<file path="src/rtl/sram_ctrl_if.sv">
// Request/response port of the async-SRAM controller.
// The master issues valid/ready requests; responses are single-cycle pulses.
interface sram_ctrl_if #(
  parameter int ADDR_W = 16,
  parameter int DATA_W = 16
);
  logic              req_valid;
  logic              req_ready;
  logic              req_we;
  logic [ADDR_W-1:0] req_addr;
  logic [DATA_W-1:0] req_wdata;
  logic              rsp_valid;
  logic              rsp_we;
  logic [DATA_W-1:0] rsp_rdata;

  modport master (
    output req_valid, req_we,
    output req_addr, req_wdata,
    input  req_ready,
    input  rsp_valid, rsp_we, rsp_rdata
  );

  modport slave (
    input  req_valid, req_we,
    input  req_addr, req_wdata,
    output req_ready,
    output rsp_valid, rsp_we, rsp_rdata
  );
endinterface

</file>
<file path="src/rtl/sram_ctrl.sv">
// Async-SRAM controller with read/write wait states
// and a read-to-write bus turnaround.
module sram_ctrl #(
  parameter int ADDR_W   = 16,
  parameter int DATA_W   = 16,
  parameter int RD_WAIT  = 2,
  parameter int WR_WAIT  = 2,
  parameter int TURN_CYC = 1
) (
  input  logic              clk,
  input  logic              rst_n,
  sram_ctrl_if.slave        bus,
  output logic [ADDR_W-1:0] sram_addr,
  output logic [DATA_W-1:0] sram_dq_o,
  input  logic [DATA_W-1:0] sram_dq_i,
  output logic              sram_dq_oe,
  output logic              sram_ce_n,
  output logic              sram_oe_n,
  output logic              sram_we_n
);

  localparam int MX1 =
    (RD_WAIT > WR_WAIT) ? RD_WAIT : WR_WAIT;
  localparam int MX =
    (MX1 > TURN_CYC) ? MX1 : TURN_CYC;
  localparam int CW = $clog2(MX + 1);

  localparam logic [CW-1:0] RD_LD =
    CW'(RD_WAIT - 1);
  localparam logic [CW-1:0] WR_LD =
    CW'(WR_WAIT - 1);
  localparam logic [CW-1:0] TURN_LD =
    CW'((TURN_CYC > 0) ? TURN_CYC - 1 : 0);

  typedef enum logic [2:0] {
    IDLE     = 3'd0,
    RD       = 3'd1,
    WR_SETUP = 3'd2,
    WR_PULSE = 3'd3,
    WR_HOLD  = 3'd4,
    TURN     = 3'd5
  } state_e;

  typedef struct packed {
    logic ce_n;
    logic oe_n;
    logic we_n;
    logic dq_oe;
    logic ready;
  } strb_t;

  localparam strb_t STRB_RST = '{
    ce_n: 1'b1, oe_n: 1'b1, we_n: 1'b1,
    dq_oe: 1'b0, ready: 1'b1
  };

  // Pad strobes are a pure function of the state,
  // registered alongside it.
  function automatic strb_t strb(
    input state_e s
  );
    strb_t r;
    r = '{
      ce_n: 1'b1, oe_n: 1'b1, we_n: 1'b1,
      dq_oe: 1'b0, ready: 1'b0
    };
    case (s)
      IDLE:     r.ready = 1'b1;
      RD: begin
        r.ce_n = 1'b0;
        r.oe_n = 1'b0;
      end
      WR_SETUP,
      WR_HOLD: begin
        r.ce_n  = 1'b0;
        r.dq_oe = 1'b1;
      end
      WR_PULSE: begin
        r.ce_n  = 1'b0;
        r.we_n  = 1'b0;
        r.dq_oe = 1'b1;
      end
      default: ;
    endcase
    return r;
  endfunction

  state_e            state;
  state_e            state_n;
  logic [CW-1:0]     cnt;
  logic [CW-1:0]     cnt_n;
  strb_t             str_q;
  logic [ADDR_W-1:0] addr_q;
  logic [DATA_W-1:0] wdata_q;
  logic [DATA_W-1:0] rdata_q;
  logic              acc;
  logic              rd_done;
  logic              wr_done;

  always_comb begin
    state_n = state;
    cnt_n   = cnt;
    acc     = 1'b0;
    rd_done = 1'b0;
    wr_done = 1'b0;
    case (state)
      IDLE: begin
        if (bus.req_valid) begin
          acc = 1'b1;
          if (bus.req_we) begin
            state_n = WR_SETUP;
          end else begin
            state_n = RD;
            cnt_n   = RD_LD;
          end
        end
      end
      RD: begin
        if (cnt == '0) begin
          rd_done = 1'b1;
          if (TURN_CYC > 0) begin
            state_n = TURN;
            cnt_n   = TURN_LD;
          end else begin
            state_n = IDLE;
          end
        end else begin
          cnt_n = cnt - 1'b1;
        end
      end
      TURN: begin
        if (cnt == '0) state_n = IDLE;
        else           cnt_n = cnt - 1'b1;
      end
      WR_SETUP: begin
        state_n = WR_PULSE;
        cnt_n   = WR_LD;
      end
      WR_PULSE: begin
        if (cnt == '0) begin
          state_n = WR_HOLD;
          wr_done = 1'b1;
        end else begin
          cnt_n = cnt - 1'b1;
        end
      end
      WR_HOLD: state_n = IDLE;
      default: begin
        state_n = IDLE;
        cnt_n   = '0;
      end
    endcase
  end

  always_ff @(posedge clk or negedge rst_n) begin
    if (!rst_n) begin
      state         <= IDLE;
      cnt           <= '0;
      str_q         <= STRB_RST;
      addr_q        <= '0;
      wdata_q       <= '0;
      rdata_q       <= '0;
      bus.rsp_valid <= 1'b0;
      bus.rsp_we    <= 1'b0;
    end else begin
      state         <= state_n;
      cnt           <= cnt_n;
      str_q         <= strb(state_n);
      bus.rsp_valid <= rd_done | wr_done;
      if (acc) begin
        addr_q  <= bus.req_addr;
        wdata_q <= bus.req_wdata;
      end
      if (rd_done) begin
        rdata_q    <= sram_dq_i;
        bus.rsp_we <= 1'b0;
      end
      if (wr_done) bus.rsp_we <= 1'b1;
    end
  end

  assign bus.req_ready = str_q.ready;
  assign bus.rsp_rdata = rdata_q;
  assign sram_addr     = addr_q;
  assign sram_dq_o     = wdata_q;
  assign sram_dq_oe    = str_q.dq_oe;
  assign sram_ce_n     = str_q.ce_n;
  assign sram_oe_n     = str_q.oe_n;
  assign sram_we_n     = str_q.we_n;

endmodule

</file>
<file path="src/flat_wrapper.sv">
// flat-port wrapper written by rule: the top's interface ports become plain ports
module sram_ctrl_flat 
#(
  parameter int ADDR_W   = 16,
  parameter int DATA_W   = 16,
  parameter int RD_WAIT  = 2,
  parameter int WR_WAIT  = 2,
  parameter int TURN_CYC = 1
)
  (clk, rst_n, sram_addr, sram_dq_o, sram_dq_i, sram_dq_oe, sram_ce_n, sram_oe_n, sram_we_n, bus_req_valid, bus_req_we, bus_req_addr, bus_req_wdata, bus_req_ready, bus_rsp_valid, bus_rsp_we, bus_rsp_rdata);
  sram_ctrl_if #(.ADDR_W(ADDR_W), .DATA_W(DATA_W)) bus_i ();
  input  logic clk;
  input  logic rst_n;
  output logic [ADDR_W-1:0] sram_addr;
  output logic [DATA_W-1:0] sram_dq_o;
  input  logic [DATA_W-1:0] sram_dq_i;
  output logic sram_dq_oe;
  output logic sram_ce_n;
  output logic sram_oe_n;
  output logic sram_we_n;
  input wire logic [$bits(bus_i.req_valid)-1:0] bus_req_valid;
  input wire logic [$bits(bus_i.req_we)-1:0] bus_req_we;
  input wire logic [$bits(bus_i.req_addr)-1:0] bus_req_addr;
  input wire logic [$bits(bus_i.req_wdata)-1:0] bus_req_wdata;
  output wire logic [$bits(bus_i.req_ready)-1:0] bus_req_ready;
  output wire logic [$bits(bus_i.rsp_valid)-1:0] bus_rsp_valid;
  output wire logic [$bits(bus_i.rsp_we)-1:0] bus_rsp_we;
  output wire logic [$bits(bus_i.rsp_rdata)-1:0] bus_rsp_rdata;
  assign bus_i.req_valid = bus_req_valid;
  assign bus_i.req_we = bus_req_we;
  assign bus_i.req_addr = bus_req_addr;
  assign bus_i.req_wdata = bus_req_wdata;
  assign bus_req_ready = bus_i.req_ready;
  assign bus_rsp_valid = bus_i.rsp_valid;
  assign bus_rsp_we = bus_i.rsp_we;
  assign bus_rsp_rdata = bus_i.rsp_rdata;
  sram_ctrl #(.ADDR_W(ADDR_W), .DATA_W(DATA_W), .RD_WAIT(RD_WAIT), .WR_WAIT(WR_WAIT), .TURN_CYC(TURN_CYC)) u_core (.clk(clk), .rst_n(rst_n), .bus(bus_i), .sram_addr(sram_addr), .sram_dq_o(sram_dq_o), .sram_dq_i(sram_dq_i), .sram_dq_oe(sram_dq_oe), .sram_ce_n(sram_ce_n), .sram_oe_n(sram_oe_n), .sram_we_n(sram_we_n));
endmodule
</file>
<file path="config.mk">
export PLATFORM = sky130hd
export DESIGN_NAME = sram_ctrl_flat
export DESIGN_NICKNAME = d
export VERILOG_FILES = /design/src/rtl/sram_ctrl_if.sv /design/src/rtl/sram_ctrl.sv /design/src/flat_wrapper.sv
export SDC_FILE = /design/constraint.sdc
export NUM_CORES = 1
export LEC_CHECK = 0
export CORE_MARGIN = 5
export CORE_UTILIZATION = 38
export CTS_CLUSTER_SIZE = 14
export DETAILED_ROUTE_END_ITERATION = 7
export MAX_ROUTING_LAYER = met4
export PLACE_DENSITY = 0.74
export SYNTH_ARGS = -nofsm -noshare
export SYNTH_HDL_FRONTEND = slang
export SYNTH_SLANG_ARGS = --single-unit
</file>
<file path="constraint.sdc">
create_clock -name clk -period 2.2 [get_ports clk]
set_input_delay 0.22 -clock clk [delete_from_list [all_inputs] [get_ports clk]]
set_output_delay 0.22 -clock clk [all_outputs]
set_load 0.01 [all_outputs]
</file>
# Word level (Yosys, flattened, before mapping)
# Index checks and enable logic that the tools add are counted.
[op_classes] add_sub_neg=1 eq_ne=12 mux=23 bitwise=2 n_reduce_logical=8
[op_table] cell="$pmux W3 S5" count=1
[op_table] cell="$eq A3 B2 Y1 const B" count=4
[op_table] cell="$mux W1" count=12
[op_table] cell="$mux W3" count=4
[op_table] cell="$mux W2" count=5
[op_table] cell="$pmux W2 S5" count=1
[op_table] cell="$eq A3 B3 Y1 const B" count=3
[op_table] cell="$eq A3 B1 Y1 const B" count=2
[op_table] cell="$logic_not A3 Y1" count=2
[op_table] cell="$ne A2 B2 Y1 const B" count=3
[op_table] cell="$reduce_and A4 Y1" count=1
[op_table] cell="$reduce_or A4 Y1" count=1
[op_table] cell="$reduce_or A3 Y1" count=1
[op_table] cell="$logic_not A2 Y1" count=1
[op_table] cell="$reduce_bool A2 Y1" count=1
[op_table] cell="$reduce_or A2 Y1" count=1
[op_table] cell="$sub A2 B1 Y2 const B" count=1
[op_table] cell="$not A1 Y1" count=1
[op_table] cell="$or A1 B1 Y1" count=1
[word_totals] reg_bits=60 input_bits=52 output_inout_bits=55 elab_cells=58

# Logic depth before layout (Yosys ltp)
# Gate-level depths: netlist of the first run.
[logic_depth] word_depth=6 depth_mapped=7 ltp_nobuf=6

# Worst setup path before layout of the first run
# No wires, ideal clock.
[synth_path] kind="flip-flop to flip-flop" from="reg u_core.cnt[0]" to="reg u_core.rdata_q[12], in the netlist u_core.bus.rsp_rdata[12]" setup_ns=0.127 arrival_ns=1.641 required_time_ns=2.073 slack_ns=0.432 path_stages_with_launch=8 n_path_buf=2 period_less_slack_ns=1.768 path_cell_list="dfrtp_1 -> inv_1 -> ha_1 -> and3b_1 -> and2_4 -> buf_6 -> buf_8 -> mux2_1"
[synth_via] elab_chain_cells=3
[synth_rtl] element="start, declared" line="sram_ctrl.sv:90" rtl="logic [CW-1:0] cnt;"
[synth_rtl] element="start signal, assigned" line="sram_ctrl.sv:167" rtl="cnt <= cnt_n;"
[synth_rtl] element="$logic_not A2 Y1" line="sram_ctrl.sv:119" rtl="if (cnt == '0) begin"
[synth_rtl] element="$mux W1" line="sram_ctrl.sv:119"
[synth_rtl] element="$mux W1" line="sram_ctrl.sv:106" rtl="case (state)"
[synth_rtl] element="end signal, assigned" line="sram_ctrl.sv:175" rtl="rdata_q <= sram_dq_i;"
[synth_rtl] element="end, declared" line="sram_ctrl.sv:95" rtl="logic [DATA_W-1:0] rdata_q;"
# Every way passes these cells.
# A chain may end at the register's enable or synchronous reset.

# Final worst setup path of the first run
[layout_path] from="reg u_core.cnt[0]" to="reg u_core.rdata_q[2], in the netlist u_core.bus.rsp_rdata[2]"
# The elaborated chain is that of the path after synthesis.

==> qor.yml, run 1 <==
drt:
  drc_errors: 0
  vias: 1671
  antenna_left: 0
  wl_mm: 5.166
  drt-wirelength-per-cell_um: 14.51
  vias_per_cell: 4.694
  drt_iter0_markers: 20
  firstDrtPassIters: 4
synthesis:
  synthArstFlopShare_pct: 100.0
  synthCells: 161
  syn_area_um2: 2405
  yosys_register_bits: 60
  synth_area_per_cell_um2: 14.94
  yosys.area.top_type: "dfrtp_1"
  synth_warnings: 0
  yosysUniqueCellTypes: 32
  synth_flop_cell: "dfrtp_1"
  synth_fp_nets: 216
  synth_area_leaders: "dfrtp_1 (58%), mux2_2 (18%), mux2_4 (5.0%)"
  synth_edf_count: 0
  synth_top_area_share_pct: 58.27
  ys_seq_area_share_pct: 62.64
setup_path:
  cp_top_family: "simple AND/OR/NAND/NOR gates"
  crit_type: "reg -> reg"
  r2r-start: "u_core.cnt[0]"
  cp_max_fo: 17
  timing.rr.end: "u_core.bus.rsp_rdata[2]"
  crit_buf_inv: 1
  crit_cells: 5
  cp-startpoint: "u_core.cnt[0]"
  cp-endpoint: "u_core.bus.rsp_rdata[2]"
  cp.required_ns: 2.41
  end_kind: "register"
  rrSetupSlack_ns: 0.32
  critPathLaunchType: "register"
  max_stage_delay_ns: 0.41
  path_cells: "inv_1 -> ha_1 -> and3b_1 -> and2_4 -> mux2_2"
  slowest_stage: "dfrtp_1"
  worstRegToRegCells: 5
  cp.arrival_ns: 2.09
global_routing:
  grt_max_degree: 39
  track_usage_pct: 13.47
  antenna_found_initial: 0
  overflow: 0
  grt_pass1_vias: 1700
  grt_pass1_wl_mm: 7.907
floorplan:
  die-width_um: 89.55
  rows: 29
  die_h_um: 89.55
  io_pins: 107
  core_area_um2: 6241
  initial_core_util_pct: 38.53
  dieArea_um2: 8019
cells_and_area:
  syn_to_final_growth_pct: 58.01
  antenna_cells: 0
  nFillCells: 495
  layout-drive-gt1-share_pct: 25.81
  final_area_um2: 3800
  multiInputGateArea_um2: 833.3
  regArea_um2: 1506
  nets: 329
  mostFrequentLayoutCells: "clkdlybuf4s50_1 (105), dfrtp_1 (56), mux2_2 (38)"
  layout_commonest_cell: "clkdlybuf4s50_1"
clock_network:
  cts_root_buf: "clkbuf_8"
  post_cts_resized: 0
  cts_made_buffers: 9
  cts_buffer_depth: 2
  cts_setup_buffers: 0
  htreeDepth: 3
  worstSkewPairLatency_ns: 0.32
  hold_buffers: 0
  cts_tree: "built"
  clock-sinks: 60
  clkSlewWorstSetupHoldPaths_ns: 0.07
pwr:
  power.switching_uw: 1752
  swShare_pct: 29.42
  p_seq_share_pct: 34.1
  cellInternalPower_uw: 4203
  pwr-share-comb_pct: 45.4
  clkPwrFrac_pct: 20.4
  leakage_uw: 0.001603
  irDropWorstVdd_mv: 0.7203
  power-per-cell-area_nw_per_um2: 1567
worst_hold_path:
  hp-class: "in -> async"
place:
  placed_area_um2: 3550
  io_buffer_count: 106
  hpwl_mm: 3.865
  gp_congestion: 0.7851
run_status:
  violations: "hold timing"
  status: "finished with violations"
sta:
  hold_violations: 4
  skew_ns: 0.008721
  fin_setup_tns_ns: 0
  finalSetupViolations: 0
  period_minus_slack_ns: 1.882
  fin_hold_ws_ns: -0.007920
  maxSlewHeadroom_pct: 45.22
  tightest_slew_ns: 0.8216
  finalMaxSlewViolations: 0
  period_share_pct: 85.54
  fmax_ghz: 0.5314
  grt_setup_unrepaired: "no"
flow_run:
  drv_cap: 0
[per-stage QoR]
step | cells | hold WS, ns | total power, uW | worst slack, ns | utilization [%]
detailed placement | 340 | 0.3751 | 4804 | 0.3259 | 56.88
global route | 356 | 0.06244 | 6350 | 0.1834 | 60.89
global placement | 340 | 0.3774 | 4732 | 0.3932 | 56.88
finish | 356 | -0.007920 | 5954 | 0.3180 | 60.89
floorplan | 161 | -0.07559 | 3455 | 0.4317 | -
CTS | 356 | 0.01569 | 6057 | 0.2954 | 60.89
[logic make-up (layout without fill, tap and decap cells)]
kind of cell	count (synthesis)	in the layout	share of synthesized area [%]
adder cells (fa/ha/maj)	3	3	1.561
AND/OR/NAND/NOR	21	21	4.631
multiplexers	48	48	23.73
AO/OA/AOI/OAI	15	15	4.111
XOR/XNOR	1	1	0.3643
flip-flops	60	60	62.64
buffers and inverters	13	131	2.965
[final cells by class]
type	instances	share of cell area, %
Clock buffer	12	4.083
Tap cell	77	2.535
Inverter	6	0.5927
Sequential cell	60	39.64
Timing Repair Buffer	109	28.71
Clock inverter	4	2.502
Multi-Input combinational cell	88	21.93
[power groups by stage]
stage	registers [uW]	logic [uW]	clock network, uW
2_1_floorplan	2240	1220	0
3_5_place_dp	2060	2750	0
4_1_cts	2040	2760	1260
6_report	2030	2700	1220
5_1_grt	2110	2940	1300
3_3_place_gp	2030	2700	0
[how the worst min path moves through the flow]
stage	from	endpoint	slack [ns]	cells after the start
6_report	rst_n	u_core.bus.rsp_rdata[5]	-0.008	1
5_1_grt	rst_n	u_core.sram_addr[0]	0.06	1
3_3_place_gp	rst_n	u_core.bus.rsp_rdata[5]	0.38	1
2_1_floorplan	rst_n	u_core.bus.rsp_rdata[0]	-0.08	0
4_1_cts	rst_n	u_core.bus.rsp_rdata[5]	0.02	1
3_5_place_dp	rst_n	u_core.bus.rsp_rdata[5]	0.38	1
[routing by layer]
metal  vias up  track usage (%)  part of all wire, %
li1        785                -                    -
met5         -                -                    0
met1       829            15.84                   42
met4         0            5.683                    0
met3         0            4.240                  7.5
met2        57            21.28                   51
[worst reg2reg max path, stage by stage, from the launching register on]
cell	delay, ns
dfrtp_1	0.41
inv_1	0.09
ha_1	0.28
and3b_1	0.26
and2_4	0.34
mux2_2	0.38
[Yosys cell counts (2+ instances only)]
cell / n
a21oi_1: 2
mux2_1: 2
mux2_2: 38
dfstp_2: 4
mux2_4: 8
nand2_1: 7
inv_1: 5
o21ai_0: 5
buf_2: 3
nor2_1: 5
dfrtp_1: 56
o211ai_1: 2
nor3b_1: 2
ha_1: 3
nand2b_1: 2
[state kept, by name, indices dropped and copies added (netlist names), 2 cells and up]
signal and cells:
u_core.sram_dq_o 16, u_core.sram_addr 16, u_core.state 3, u_core.bus.rsp_rdata 16, u_core.cnt 2
(Power assumes the default switching activity.)
==> run 2, diff against run 1 <==
--- a/config.mk
+++ b/config.mk
@@ -6,11 +6,10 @@
 export NUM_CORES = 1
 export LEC_CHECK = 0
 export CORE_MARGIN = 5
-export CORE_UTILIZATION = 38
+export CORE_UTILIZATION = 30
 export CTS_CLUSTER_SIZE = 14
 export DETAILED_ROUTE_END_ITERATION = 7
 export MAX_ROUTING_LAYER = met4
-export PLACE_DENSITY = 0.74
 export SYNTH_ARGS = -nofsm -noshare
 export SYNTH_HDL_FRONTEND = slang
 export SYNTH_SLANG_ARGS = --single-unit
==> qor.yml, run 2 (synthesized netlist as in run 1, its figures left out) <==
run_status:
  status: "finished, final reports clean"
clock_network:
  cts_made_buffers: 9
  cts_tree: "built"
  htreeDepth: 3
  clock-sinks: 60
  cts_buffer_depth: 2
  worstSkewPairLatency_ns: 0.33
  clkSlewWorstSetupHoldPaths_ns: 0.07
  post_cts_resized: 0
  cts_root_buf: "clkbuf_8"
pwr:
  power.switching_uw: 1806
  cellInternalPower_uw: 4056
  irDropWorstVdd_mv: 0.5374
  swShare_pct: 30.80
  leakage_uw: 0.001585
  clkPwrFrac_pct: 19.1
  p_total_uw: 5862
  pwr-share-comb_pct: 46.3
  p_seq_share_pct: 34.6
  power-per-cell-area_nw_per_um2: 1534
setup_path:
  cp_max_fo: 17
  timing.rr.end: "u_core.bus.rsp_rdata[1]"
  slowest_stage: "dfrtp_1"
  crit_buf_inv: 1
  crit_type: "reg -> reg"
  rrSetupSlack_ns: 0.30
  r2r-start: "u_core.cnt[0]"
  cp_top_family: "simple AND/OR/NAND/NOR gates"
  cp-startpoint: "u_core.cnt[0]"
  cp-endpoint: "u_core.bus.rsp_rdata[1]"
  path_cells: "inv_1 -> ha_1 -> and3b_1 -> and2_4 -> mux2_2"
  cp.arrival_ns: 2.11
  worstRegToRegCells: 5
  crit_cells: 5
  end_kind: "register"
  max_stage_delay_ns: 0.41
  cp.required_ns: 2.41
  critPathLaunchType: "register"
sta:
  tightest_slew_ns: 0.7142
  finalMaxSlewViolations: 0
  maxSlewHeadroom_pct: 52.39
  period_minus_slack_ns: 1.896
  skew_ns: 0.005571
  fin_setup_tns_ns: 0
  hold_violations: 0
  period_share_pct: 86.17
  finalSetupViolations: 0
  grt_setup_unrepaired: "no"
  fmax_ghz: 0.5275
cells_and_area:
  finalNonFillerCells: 381
  mostFrequentLayoutCells: "clkdlybuf4s50_1 (105), dfrtp_1 (56), mux2_2 (38)"
  layout_commonest_cell: "clkdlybuf4s50_1"
  nets: 329
  layout-drive-gt1-share_pct: 25.81
  syn_to_final_growth_pct: 58.90
  antenna_cells: 0
  final_core_util_pct: 49.19
drt:
  wl_mm: 5.545
  vias_per_cell: 4.370
  drt-wirelength-per-cell_um: 14.55
  drc_errors: 0
  firstDrtPassIters: 2
  antenna_left: 0
  vias: 1665
  drt_iter0_markers: 44
global_routing:
  antenna_found_initial: 0
  grt_pass1_vias: 1775
  grt_max_degree: 33
  track_usage_pct: 12.22
  overflow: 0
  grt_pass1_wl_mm: 9.094
floorplan:
  io_pins: 107
  core_area_um2: 7767
  die-width_um: 99.53
  rows: 32
  initial_core_util_pct: 30.96
  die_h_um: 99.53
  dieArea_um2: 9906
place:
  place_inst: 364
  hpwl_mm: 4.053
  io_buffer_count: 106
  gp_congestion: 0.7181
worst_hold_path:
  hp-class: "in -> async"
flow_run:
  drv_cap: 0
==> run 2: metrics by stage <==
step / hold slack (ns) / cell area [um^2] / worst slack [ns]
after floorplan: -0.07559 / 2405 / 0.4317
after global placement: 0.3216 / 3586 / 0.3777
after detailed placement: 0.3226 / 3586 / 0.3078
after CTS: 0.4736 / 3821 / 0.2951
after global routing: 0.4757 / 3821 / 0.1802
final: 0.4775 / 3821 / 0.3043
==> run 2: cell type report <==
type                    count  area (um^2)
inverters                   6        22.52
clock inverters             6        87.58
multi-input cells          88        833.3
repair buffers            109         1106
clock buffers              10        137.6
fillers                   725         3946
well taps                 102        127.6
flip-flops and latches     60         1506
==> run 2: how the worst min path moves through the flow <==
stage                      start                 endpoint  slack [ns]  depth (start not counted)
6_report                   rst_n  u_core.bus.rsp_rdata[8]        0.48                          2
5_1_grt        bus_req_wdata[10]     u_core.sram_dq_o[10]        0.48                          2
4_1_cts         bus_req_wdata[9]      u_core.sram_dq_o[9]        0.47                          2
3_5_place_dp               rst_n  u_core.bus.rsp_rdata[8]        0.32                          1
3_3_place_gp               rst_n  u_core.bus.rsp_rdata[8]        0.32                          1
2_1_floorplan              rst_n  u_core.bus.rsp_rdata[0]       -0.08                          0
==> run 2: repair_timing <==
action / 4_1_cts / 5_1_grt
hold endpoints to repair: 25 / 0
hold buffers: 1 / 0
setup buffers: 0 / 0
==> run 2: routing by layer <==
layer  track usage, %  part of all wire [%]  vias to the layer above  wire length, um
met4            5.357                   1.4                        0               79
met2            18.44                    48                       60             2656
met1            15.08                    45                      808             2483
li1                 -                     -                      789                -
met5                -                     0                        -                0
met3            3.857                   5.9                        8              326
==> run 2: power groups by stage <==
stage | logic (uW) | registers [uW] | clock network [uW]
after CTS | 2770 | 2040 | 1160
after global placement | 2720 | 2040 | 0
after floorplan | 1220 | 2240 | 0
after detailed placement | 2760 | 2060 | 0
final | 2710 | 2030 | 1120
after global routing | 2920 | 2120 | 1220
==> run 3, diff against run 2 <==
--- a/config.mk
+++ b/config.mk
@@ -10,6 +10,7 @@
 export CTS_CLUSTER_SIZE = 14
 export DETAILED_ROUTE_END_ITERATION = 7
 export MAX_ROUTING_LAYER = met4
+export PLACE_DENSITY = 0.67
 export SYNTH_ARGS = -nofsm -noshare
 export SYNTH_HDL_FRONTEND = slang
 export SYNTH_SLANG_ARGS = --single-unit
==> qor.yml, run 3 (synthesized netlist as in run 1, its figures left out) <==
global_routing:
  grt_pass1_vias: 1751
  grt_max_degree: 44
  grt_pass1_wl_mm: 8.942
  overflow: 0
  antenna_found_initial: 0
  track_usage_pct: 11.97
pwr:
  power-per-cell-area_nw_per_um2: 1532
  irDropWorstVdd_mv: 0.5791
  leakage_uw: 0.001593
cells_and_area:
  final_area_um2: 3812
  antenna_cells: 0
  mostFrequentLayoutCells: "clkdlybuf4s50_1 (105), dfrtp_1 (56), mux2_2 (38)"
  final_core_util_pct: 49.08
  syn_to_final_growth_pct: 58.53
  layout-drive-gt1-share_pct: 25.45
  layout_commonest_cell: "clkdlybuf4s50_1"
  nets: 329
floorplan:
  dieArea_um2: 9906
  initial_core_util_pct: 30.96
  die_h_um: 99.53
  rows: 32
  die-width_um: 99.53
  io_pins: 107
  core_area_um2: 7767
sta:
  grt_setup_unrepaired: "no"
  period_minus_slack_ns: 1.892
  hold_violations: 0
  finalMaxSlewViolations: 0
  tightest_slew_ns: 0.4335
  skew_ns: 0.009052
  period_share_pct: 85.99
  fin_hold_ws_ns: 0.3672
  fin_setup_tns_ns: 0
  maxSlewHeadroom_pct: 71.10
  finalSetupViolations: 0
  fmax_ghz: 0.5286
clock_network:
  cts_buffer_depth: 2
  cts_made_buffers: 9
  cts_tree: "built"
  htreeDepth: 3
  cts_root_buf: "clkbuf_8"
  clkSlewWorstSetupHoldPaths_ns: 0.07
  post_cts_resized: 0
  clock-sinks: 60
  worstSkewPairLatency_ns: 0.33
setup_path:
  cp.arrival_ns: 2.10
  cp.required_ns: 2.41
  cp_max_fo: 17
  critPathLaunchType: "register"
  end_kind: "register"
  crit_type: "reg -> reg"
place:
  io_buffer_count: 106
  hpwl_mm: 4.135
  placed_area_um2: 3586
  gp_congestion: 0.7717
drt:
  drt-wirelength-per-cell_um: 14.49
  antenna_left: 0
  vias_per_cell: 4.360
  vias: 1661
  firstDrtPassIters: 4
  wl_mm: 5.521
  drt_iter0_markers: 38
  drc_errors: 0
flow_run:
  drv_cap: 0
run_status:
  status: "finished, final reports clean"
worst_hold_path:
  hp-class: "in -> async"
-- run 3: through the flow --
stage          std cells  total power (uW)  worst slack (ns)
6_report             381              5841            0.3081
5_1_grt              381              6206            0.2120
4_1_cts              381              5940            0.3194
3_5_place_dp         364              4830            0.3328
3_3_place_gp         364              4752            0.3866
2_1_floorplan        161              3455            0.4317
-- run 3: path summary, 6_finish.rpt --
kind / start / end / slack [ns] / cells past startpoint
worst max-delay path: u_core.cnt[0] / u_core.bus.rsp_rdata[15] / 0.31 / 5
worst min register to register: u_core.sram_addr[2] / u_core.sram_addr[2] / 0.49 / 1
max in group asynchronous: rst_n / u_core.bus.req_ready / 1.20 / 3
worst min-delay path: rst_n / u_core.bus.rsp_valid / 0.37 / 2
min in group clk: u_core.sram_addr[2] / u_core.sram_addr[2] / 0.49 / 1
worst max register to register: u_core.cnt[0] / u_core.bus.rsp_rdata[15] / 0.31 / 5
-- run 3: where the power goes --
group	switching, uW	internal, uW	leakage, uW
clock	418	663	0.000113
combinational	1030	1700	0.000772
sequential	342	1690	0.000708
-- run 3: area by class of cell --
| cell class | count | area [um^2] |
|---|---|---|
| repair buffers | 109 | 1106 |
| flip-flops and latches | 60 | 1506 |
| multi-input cells | 88 | 833.3 |
| clock buffers | 11 | 141.4 |
| inverters | 6 | 22.52 |
| well taps | 102 | 127.6 |
| clock inverters | 5 | 75.07 |
| fillers | 714 | 3955 |
-- run 3: critical path, cell delays in order (launching register included) --
cell	delay, ns
dfrtp_1	0.41
inv_1	0.10
ha_1	0.29
and3b_1	0.26
and2_4	0.33
mux2_2	0.37
-- run 3: routing by layer --
metal	part of all wire (%)	GRT usage, %
met1	44	14.60
met2	48	17.87
met3	6.8	4.418
met4	0.83	5.042
met5	0	-
-- run 3: timing repair --
item,in CTS,in global routing
endpoints found under the hold margin,16,0
hold buffers,1,0
setup buffers,0,0
